### src/rtl/mem_arb_pkg.sv
// Shared types for the unified-memory port arbiter: FSM states and access owner.
package mem_arb_pkg;

  typedef enum logic [1:0] {IDLE, ISSUE, WAIT, RESP} state_e;

  typedef enum logic {OWN_IF, OWN_D} owner_e;

endpackage

### src/rtl/mem_arb_pick.sv
// Winner select for the memory port: data side first, unless fetch has already lost
// STARVE_MAX consecutive times while waiting.
module mem_arb_pick
  import mem_arb_pkg::*;
#(
  parameter int STARVE_MAX = 3
) (
  input  logic   clk,
  input  logic   rst,
  input  logic   if_req,
  input  logic   d_req,
  input  logic   take,
  output owner_e owner
);

  localparam int SW = $clog2(STARVE_MAX + 1);
  localparam logic [SW-1:0] SMAX = SW'(STARVE_MAX);

  logic [SW-1:0] starve_cnt;
  logic          d_wins;

  assign d_wins = d_req && !(if_req && (starve_cnt == SMAX));
  assign owner  = d_wins ? OWN_D : OWN_IF;

  // Counts only D wins that overtook a waiting fetch; a D win with no fetch pending leaves it alone.
  always_ff @(posedge clk or posedge rst) begin
    if (rst) begin
      starve_cnt <= '0;
    end else if (take) begin
      if (!d_wins) begin
        starve_cnt <= '0;
      end else if (if_req && (starve_cnt != SMAX)) begin
        starve_cnt <= starve_cnt + 1'b1;
      end
    end
  end

endmodule

### src/rtl/mem_port_arbiter.sv
// Arbitrates the shared single-port memory between instruction fetch and data access,
// one access in flight, data side first with a fetch starvation guard.
module mem_port_arbiter
  import mem_arb_pkg::*;
#(
  parameter int ADDR_W     = 32,
  parameter int DATA_W     = 64,
  parameter int MEM_LAT    = 2,
  parameter int STARVE_MAX = 3
) (
  input  logic              clk,
  input  logic              rst,
  // Requesters hold req and payload until their 1-cycle gnt. Requests are sampled only in
  // IDLE: a req still high on return to IDLE is a new request, one dropped early is withdrawn.
  input  logic              if_req,
  input  logic [ADDR_W-1:0] if_addr,
  output logic              if_gnt,
  output logic              if_rvalid,
  output logic [DATA_W-1:0] if_rdata,
  input  logic              d_req,
  input  logic              d_we,
  input  logic [ADDR_W-1:0] d_addr,
  input  logic [DATA_W-1:0] d_wdata,
  output logic              d_gnt,
  output logic              d_rvalid,
  output logic [DATA_W-1:0] d_rdata,
  output logic              mem_rd,
  output logic              mem_wr,
  output logic [ADDR_W-1:0] mem_addr,
  output logic [DATA_W-1:0] mem_wdata,
  input  logic [DATA_W-1:0] mem_rdata,
  output logic              busy,
  output state_e            dbg_state
);

  localparam int LW = $clog2(MEM_LAT + 1);
  localparam logic [LW-1:0] LAT_LOAD = LW'(MEM_LAT - 1);

  state_e        state;
  owner_e        owner_q;
  owner_e        pick_owner;
  logic          we_q;
  logic [LW-1:0] lat_cnt;
  logic          take;

  assign take      = (state == IDLE) && (if_req || d_req);
  assign busy      = (state != IDLE);
  assign dbg_state = state;

  mem_arb_pick #(
    .STARVE_MAX(STARVE_MAX)
  ) u_pick (
    .clk   (clk),
    .rst   (rst),
    .if_req(if_req),
    .d_req (d_req),
    .take  (take),
    .owner (pick_owner)
  );

  // Strobes are loaded on the way into ISSUE so they are registered and line up with it.
  always_ff @(posedge clk or posedge rst) begin
    if (rst) begin
      state     <= IDLE;
      owner_q   <= OWN_IF;
      we_q      <= 1'b0;
      lat_cnt   <= '0;
      if_gnt    <= 1'b0;
      d_gnt     <= 1'b0;
      if_rvalid <= 1'b0;
      d_rvalid  <= 1'b0;
      if_rdata  <= '0;
      d_rdata   <= '0;
      mem_rd    <= 1'b0;
      mem_wr    <= 1'b0;
      mem_addr  <= '0;
      mem_wdata <= '0;
    end else begin
      if_gnt    <= 1'b0;
      d_gnt     <= 1'b0;
      if_rvalid <= 1'b0;
      d_rvalid  <= 1'b0;
      mem_rd    <= 1'b0;
      mem_wr    <= 1'b0;
      case (state)
        IDLE: begin
          if (take) begin
            owner_q <= pick_owner;
            state   <= ISSUE;
            if (pick_owner == OWN_D) begin
              we_q      <= d_we;
              mem_addr  <= d_addr;
              mem_wdata <= d_wdata;
              d_gnt     <= 1'b1;
              mem_wr    <= d_we;
              mem_rd    <= !d_we;
            end else begin
              we_q     <= 1'b0;
              mem_addr <= if_addr;
              if_gnt   <= 1'b1;
              mem_rd   <= 1'b1;
            end
          end
        end
        ISSUE: begin
          if (we_q) begin
            state <= IDLE;
          end else begin
            state   <= WAIT;
            lat_cnt <= LAT_LOAD;
          end
        end
        WAIT: begin
          if (lat_cnt == '0) begin
            state <= RESP;
            if (owner_q == OWN_D) begin
              d_rdata  <= mem_rdata;
              d_rvalid <= 1'b1;
            end else begin
              if_rdata  <= mem_rdata;
              if_rvalid <= 1'b1;
            end
          end else begin
            lat_cnt <= lat_cnt - 1'b1;
          end
        end
        RESP: begin
          state <= IDLE;
        end
        default: begin
          state <= IDLE;
        end
      endcase
    end
  end

endmodule

### config.mk
export PLATFORM = sky130hd
export DESIGN_NAME = mem_port_arbiter
export DESIGN_NICKNAME = d
export VERILOG_FILES = /design/src/rtl/mem_arb_pkg.sv /design/src/rtl/mem_arb_pick.sv /design/src/rtl/mem_port_arbiter.sv
export SDC_FILE = /design/constraint.sdc
export NUM_CORES = 1
export LEC_CHECK = 0
export CAP_MARGIN = 0
export CELL_PAD_IN_SITES_DETAIL_PLACEMENT = 2
export CELL_PAD_IN_SITES_GLOBAL_PLACEMENT = 2
export CORE_UTILIZATION = 27
export CTS_BUF_LIST = sky130_fd_sc_hd__clkbuf_16
export DETAILED_ROUTE_END_ITERATION = 12
export PLACE_DENSITY_LB_ADDON = 0.1
export SLEW_MARGIN = 15
export SYNTH_ARGS = -nofsm -noshare
export SYNTH_HDL_FRONTEND = slang
export SYNTH_SLANG_ARGS = --single-unit
### constraint.sdc
create_clock -name clk -period 10.08 [get_ports clk]
set_clock_uncertainty 0.2 [all_clocks]
set_input_delay 2.016 -clock clk [delete_from_list [all_inputs] [get_ports clk]]
set_output_delay 2.016 -clock clk [all_outputs]
set_load 0.02 [all_outputs]
=== Yosys cells after proc, flatten, opt, wreduce, memory -nomap -nowiden ===
Index checks and enable logic that the tools add are counted.

* Register bits: 238
* Bits of input ports: 197
* Output and inout port bits: 233

* Reductions and logical operators: 18
* Multiplexer cells: 29
* Bitwise gates (word level): 1
* $add $sub $neg: 2
* Equal/unequal tests: 10

{| class="wikitable"
|+ Operator list
! operator !! number
|-
| 32-bit 2-to-1 mux || 1
|-
| 1-bit 2-to-1 mux || 19
|-
| 2-bit 2-to-1 mux || 7
|-
| 2-bit != test, second input constant || 6
|-
| 3-bit AND reduction || 4
|-
| 2-bit case mux with 4 select lines || 1
|-
| 2-bit equality test, second input constant || 3
|-
| 2-bit AND reduction || 3
|-
| 1-bit logical AND || 4
|-
| 2-bit logical NOT || 2
|-
| 2-bit case mux with 2 select lines || 1
|-
| 2-bit nonzero test || 2
|-
| 2-bit by 1-bit adder with 2-bit output, second input constant || 1
|-
| 2-bit by 1-bit equality test with 1-bit output, second input constant || 1
|-
| 1-bit logical NOT || 2
|-
| 2-bit by 1-bit subtractor with 2-bit output, second input constant || 1
|-
| 1-bit logical OR || 1
|-
| 1-bit NOT || 1
|}

=== Longest topological paths before layout ===
Gate-level depths: netlist of run 1.

* Word-level depth: 8
* Mapped depth: 7

=== By module ===
Synthesis of run 1 repeated with hierarchy kept, for this count alone.

* Cells, all modules: 607
* Area, all modules: 9937.0 µm²

{| class="wikitable"
|+ By module, submodules not included
! module !! cells an instance !! sequential area each (µm²) !! times used !! area an instance (µm²)
|-
| mem_port_arbiter || 596 || 5905.7 || 1 || 9823.2
|-
| mem_arb_pick || 11 || 50.0 || 1 || 113.9
|}

=== Worst setup path after synthesis of run 1 ===
OpenSTA, ideal clock, no wires.

* Path type: register to output
* From: register (tool-made name)
* To: output port busy
* Cell stages (with the launch flop): 5
* Buffers on the path: 2
* Path slack: 6713 ps
* Arrival: 1151 ps
* Data required time: 7864 ps
* Cell sequence: dfrtp_1 > buf_2 > nor2_4 > clkbuf_1 > inv_1

{| class="wikitable"
|+ RTL lines
! item !! line !! source
|-
| to (decl) || mem_port_arbiter.sv:32 || <nowiki>output logic busy,</nowiki>
|}

=== Final worst setup path of run 1 ===
* From: input port d_req
* To: register mem_wdata[23]

* Word-level cells in the longest chain between the ends: 3
* Elaborated cells between the ends (all ways): 5
* Classes of those cells: mux (1); reduce/logical (4)

{| class="wikitable"
|+ RTL lines
! item !! line !! source
|-
| from (decl) || mem_port_arbiter.sv:20 || <nowiki>input logic d_req,</nowiki>
|-
| 1-bit logical AND / 1-bit logical OR (equally long branches) || mem_arb_pick.sv:22, mem_port_arbiter.sv:46 ||
|-
| 1-bit 2-to-1 mux / 1-bit logical AND (equally long branches) || mem_arb_pick.sv:23, mem_port_arbiter.sv:46 ||
|-
| 3-bit AND reduction (no line) * || - ||
|-
| to (signal assigned) || mem_port_arbiter.sv:93 || <nowiki>mem_wdata <= d_wdata;</nowiki>
|-
| to (decl) || mem_port_arbiter.sv:30 || <nowiki>output logic [DATA_W-1:0] mem_wdata,</nowiki>
|}

Mark *: on every way between the ends. The rest lies on a longest branch, timed or not.
A chain may end at the register's enable or synchronous reset.

==> metrics.txt, run 1 <==
CP Max Fanout=51; Final Hold Viols=0; DR iter-0 viols=185; Req. time, crit path=10,290 ps; post-synthesis sequential area ratio=63.6%; setup tns final=0 ps; DIE AREA=35,400 sq um; RSZ-0062 raised after global routing=no; synthesis-to-layout area growth=58.3%; FF-to-FF Start=u_pick.starve_cnt[0]$_DFFE_PP0P_; Finished Core Util=43.8%; Hold Startpoint=d_rdata[35]$_DFFE_PP0P_; crit share post-route=46.5%; Critical Path Start Type=input pin; f_max=0.213 GHz; DRT Wirelength=31,200 um; routed len/inst=21.2 um; DP HPWL=21,900 um; DR vias=6,566; Cell Area, Synth=9370 sq um; Die Span X=188 um; CTS buffer count=28; Synthesized Nets=770; Rows=67; Vias/cell=4.45; clock transition at the registers of the reported paths=60 ps; R2R cell count=5; Post-DRT Antenna Nets=0; share of layout cells above drive strength 1=23.9%; initial antenna violation count=4; commonest non-fill, non-tap cell in the layout=clkdlybuf4s50_1; total congestion overflow=0; count of buffers from port buffering=429; Slew headroom=35.7%; status=finished, final reports clean; first-pass GRT wire length=47,100 um; Least-Margin Pin Slew=965 ps; Root Driver=clkbuf_16; post-synth top area cell=dfrtp_1; placed instance count=1,420; GRT Total Usage=17.4%; H-tree Lvls=1; Avg Cell Area, Syn=16.4 sq um; GPL Wtd Cong=0.726; Synth cell types=26; pin count of the biggest net entering global routing=129; r2r setup slk=6820 ps; Mapped Cells=571; die height=188 um; worst hold path stage count=1; PwrDens=353 nW/um^2; Final min period=4690 ps; Setup WS post-layout=5390 ps; Setup violations, final=0; Synth area leaders=dfrtp_1 (64%), mux2_2 (19%), mux2_4 (6.4%); post-synth top area share=63.6%; worst slack at placement=4800 ps; MaxCap Viol Count=0; critical path class=in -> reg; Resized Gates After CTS=0; most frequent cells in the layout=clkdlybuf4s50_1 (429), dfrtp_1 (238), mux2_2 (154), mux2_4 (40), and3_1 (33); FF-to-FF End=mem_wdata[23]$_DFFE_PP0P_; Post-CTS Setup Bufs=0; Final Non-Filler Cells=1,475; arrival time at the worst endpoint=4900 ps; Worst VDD drop=0.174 mV; CTS tree=yes; crit end category=flop; first drt pass iteration count=4; worst hold slack=302 ps; yosys warns=0; CTS Sinks=238; leak pwr=6.29 nW; Hold Path End=d_rdata[35]$_DFFE_PP0P_; Hold Crit Class=reg -> reg; Final Slew Violations=0; worst skew pair latency=540 ps; Initial Utilization=27.7%; DR DRC count=0; num ports=430; CTS hold repair buffers=0; flops & latches, synth=238; core area=33,900 sq um; CTS Buffer Depth=3; number of global-route vias before repair=7,411; nets@finish=1,201
layout make-up:
| cell class | count | area [sq um] |
|---|---|---|
| Fill cell | 3329 | 19000 |
| Sequential cell | 238 | 5960 |
| Timing Repair Buffer | 436 | 4350 |
| Multi-Input combinational cell | 291 | 3080 |
| Clock buffer | 29 | 726 |
| Tap cell | 448 | 561 |
| Clock inverter | 22 | 123 |
| Inverter | 7 | 33.8 |
| Antenna cell | 4 | 10.0 |
through the flow:
stage,area (sq um),total power [mW]
CTS,14800,5.33
floorplan,9370,3.05
detailed placement,14000,4.34
global placement,14000,4.28
finish,14800,5.23
global route,14800,5.52
worst max-delay path: stages:
cell	delay [ps]
clkdlybuf4s50_1	550
a21boi_4	670
and2_4	430
buf_4	750
mux2_2	430
sequential cells by signal, indices dropped and copies added (netlist names), named ones only:
register and flops:
d_rdata 64, if_rdata 64, mem_wdata 64, mem_addr 32
lat_cnt 2, u_pick.starve_cnt 2, d_gnt 1, d_rvalid 1
dbg_state 1, if_gnt 1, if_rvalid 1, mem_rd 1
mem_wr 1, owner_q 1, we_q 1
routing by layer:
metal  vias to the layer above  global-route usage [%]  wire, um
met3                        46                    6.33      2640
met4                         0                    5.85       895
met5                         -                       0         0
li1                       2945                       -         -
met2                       253                    30.2     15800
met1                      3322                    19.6     11900
cells in the mapped netlist:
cell type / n
nor2_1: 7
ha_1: 2
buf_2: 8
nand4b_1: 1
a21boi_4: 1
o21ai_0: 4
o311ai_0: 1
clkbuf_1: 6
o21ai_2: 1
a21oi_1: 2
nand2b_1: 2
mux2_4: 40
nand2_1: 5
buf_4: 7
nor2_4: 1
mux2_2: 154
a221o_1: 32
inv_1: 7
a21o_1: 2
a221oi_1: 1
and3_1: 33
buf_12: 5
buf_6: 9
dfrtp_1: 238
and2_4: 1
nand3b_1: 1
worst max-delay path by stage:
stage           start                         to  cells after the start
2_1_floorplan     rst                  async pin                      1
3_3_place_gp    d_req  mem_wdata[22]$_DFFE_PP0P_                      5
3_5_place_dp    d_req  mem_wdata[34]$_DFFE_PP0P_                      5
4_1_cts          flop                       busy                      3
5_1_grt        if_req  mem_wdata[23]$_DFFE_PP0P_                      5
6_report        d_req  mem_wdata[23]$_DFFE_PP0P_                      5
power by group:
group	internal, mW	switching (mW)	leakage, nW
logic	1.36	1.22	3.03
clock network	0.541	0.405	0.440
registers	1.44	0.266	2.82
total	3.35	1.89	6.29
cell families after synthesis:
group	Yosys count	synth area share [%]
flops	238	63.6
buf+inv	42	3.66
mux	194	24.9
compound gates	44	4.38
fa+ha+maj	2	0.267
simple gates	51	3.21
Power figures use the tool's default switching activity.
==> run 2, diff against run 1 <==
CORE_UTILIZATION = 24   (was 27)
clock period = 3.79 ns   (was 10.08 ns; I/O delays follow)
==> run 2 against run 1 <==
Compared with the run above: non-clock buffer count increased by 7; routed wire length grew 0.17%; count of clock-buffer cells in the layout increased by 2; power grew to 2.7 times the previous value; cell area rose by 1.7%; sequential cell count unchanged; clock power grew to 2.7 times the previous value; core utilization decreased by 4.7 points; die area grew 12%.
==> metrics.txt, run 2 (synthesized netlist as in run 1, its figures left out) <==
status=finished, final reports clean; CP Depth=3; arrival time at the worst endpoint=1890 ps; pin count of the biggest net entering global routing=106; Hold Crit Class=in -> async; Worst VDD drop=0.348 mV; FF-to-FF End=mem_wdata[62]$_DFFE_PP0P_; DRT Wirelength=31,300 um; MaxCap Viol Count=0; DP HPWL=22,300 um; Resized Gates After CTS=0; GPL Wtd Cong=0.696; Initial Utilization=24.3%; slowest CP cell=clkdlybuf4s50_1; Final Slew Violations=0; Largest regs=d_rdata x64, if_rdata x64, mem_wdata x64; worst skew pair latency=550 ps; DR iter-0 viols=122; Slew headroom=53.2%; CTS Sinks=238; commonest non-fill, non-tap cell in the layout=clkdlybuf4s50_1; CTS hold repair buffers=0; crit share post-route=75.2%; synthesis-to-layout area growth=61.0%; worst hold slack=275 ps; CTS tree=yes; Setup WS post-layout=938 ps; most frequent cells in the layout=clkdlybuf4s50_1 (429), dfrtp_1 (238), mux2_2 (154), mux2_4 (40), and3_1 (33); CP Max Fanout=9; Overall Power=14.0 mW; nets@finish=1,210; multi-input logic area=3080 sq um; Final Non-Filler Cells=1,554; placed instance count=1,497; Least-Margin Pin Slew=698 ps; Critical Path Start Type=flop; initial antenna violation count=3; Setup violations, final=0; routed len/inst=20.1 um; CP Buf/Inv Count=2; critical path class=reg -> out; PwrDens=930 nW/um^2; Post-DRT Antenna Nets=0; crit end category=primary output; fillcell total=3,982; core area=38,600 sq um; number of global-route vias before repair=7,478; CTS buffer count=30; Post-CTS Setup Bufs=0; leak pwr=6.36 nW; H-tree Lvls=1; CTS Buffer Depth=3; worst setup path endpoint=busy; die height=200 um; Die Span X=200 um; RSZ-0062 raised after global routing=no; share of layout cells above drive strength 1=24.7%; total congestion overflow=0; DR vias=6,589; register area=5960 sq um; Final min period=2850 ps; clock transition at the registers of the reported paths=60 ps; crit-path cells=nor2_4 > inv_1 > clkdlybuf4s50_1; count of buffers from port buffering=429; first drt pass iteration count=4; GRT Total Usage=15.3%; DR DRC count=0; f_max=0.351 GHz; r2r setup slk=1300 ps; CP delay by family, top=buffers and inverters; Rows=72; DIE AREA=39,800 sq um; first-pass GRT wire length=46,100 um; Req. time, crit path=2830 ps; worst slack at placement=790 ps; num ports=430; critical path's largest stage delay=660 ps; Root Driver=clkbuf_16; R2R cell count=5; Final Hold Viols=0; Vias/cell=4.24
[run 2: through the flow]
step | area (sq um) | util, % | setup TNS (ps)
after CTS | 15100 | 39.1 | 0
final | 15100 | 39.1 | 0
after global placement | 14200 | 36.8 | 0
after floorplan | 9370 | - | -68510
after detailed placement | 14200 | 36.8 | 0
after global routing | 15100 | 39.1 | 0
[run 2: worst min-delay path by stage]
stage / slack (ps) / to / depth (start not counted) / start
5_1_grt: 260 / mem_wdata[8]$_DFFE_PP0P_ / 2 / rst
3_3_place_gp: 290 / d_rdata[38]$_DFFE_PP0P_ / 1 / d_rdata[38]$_DFFE_PP0P_
3_5_place_dp: 300 / mem_wdata[37]$_DFFE_PP0P_ / 1 / mem_wdata[37]$_DFFE_PP0P_
6_report: 270 / mem_wdata[8]$_DFFE_PP0P_ / 2 / rst
4_1_cts: 250 / mem_wdata[8]$_DFFE_PP0P_ / 2 / rst
2_1_floorplan: 270 / owner_q$_DFFE_PP0P_ / 1 / owner_q$_DFFE_PP0P_
[run 2: power by group]
part | switching (mW) | total, mW | internal [mW]
clock | 1.11 | 2.58 | 1.47
combinational | 3.25 | 6.93 | 3.68
sequential | 0.695 | 4.52 | 3.83
total | 5.06 | 14.0 | 8.98
[run 2: final cells by class]
type / count / share of cell area (%)
inverters: 7 / 0.199
diodes: 2 / 0.0332
repair buffers: 443 / 29.7
clock inverters: 24 / 0.721
flip-flops and latches: 238 / 39.5
clock buffers: 31 / 5.14
well taps: 518 / 4.30
multi-input cells: 291 / 20.4
[run 2: layer usage]
metal | share of wire (%) | up-vias | track usage (%)
li1 | - | 2956 | -
met1 | 40 | 3356 | 17.9
met2 | 50 | 229 | 26.2
met3 | 8.3 | 46 | 5.03
met4 | 2.1 | 2 | 5.12
met5 | 0.035 | - | 0
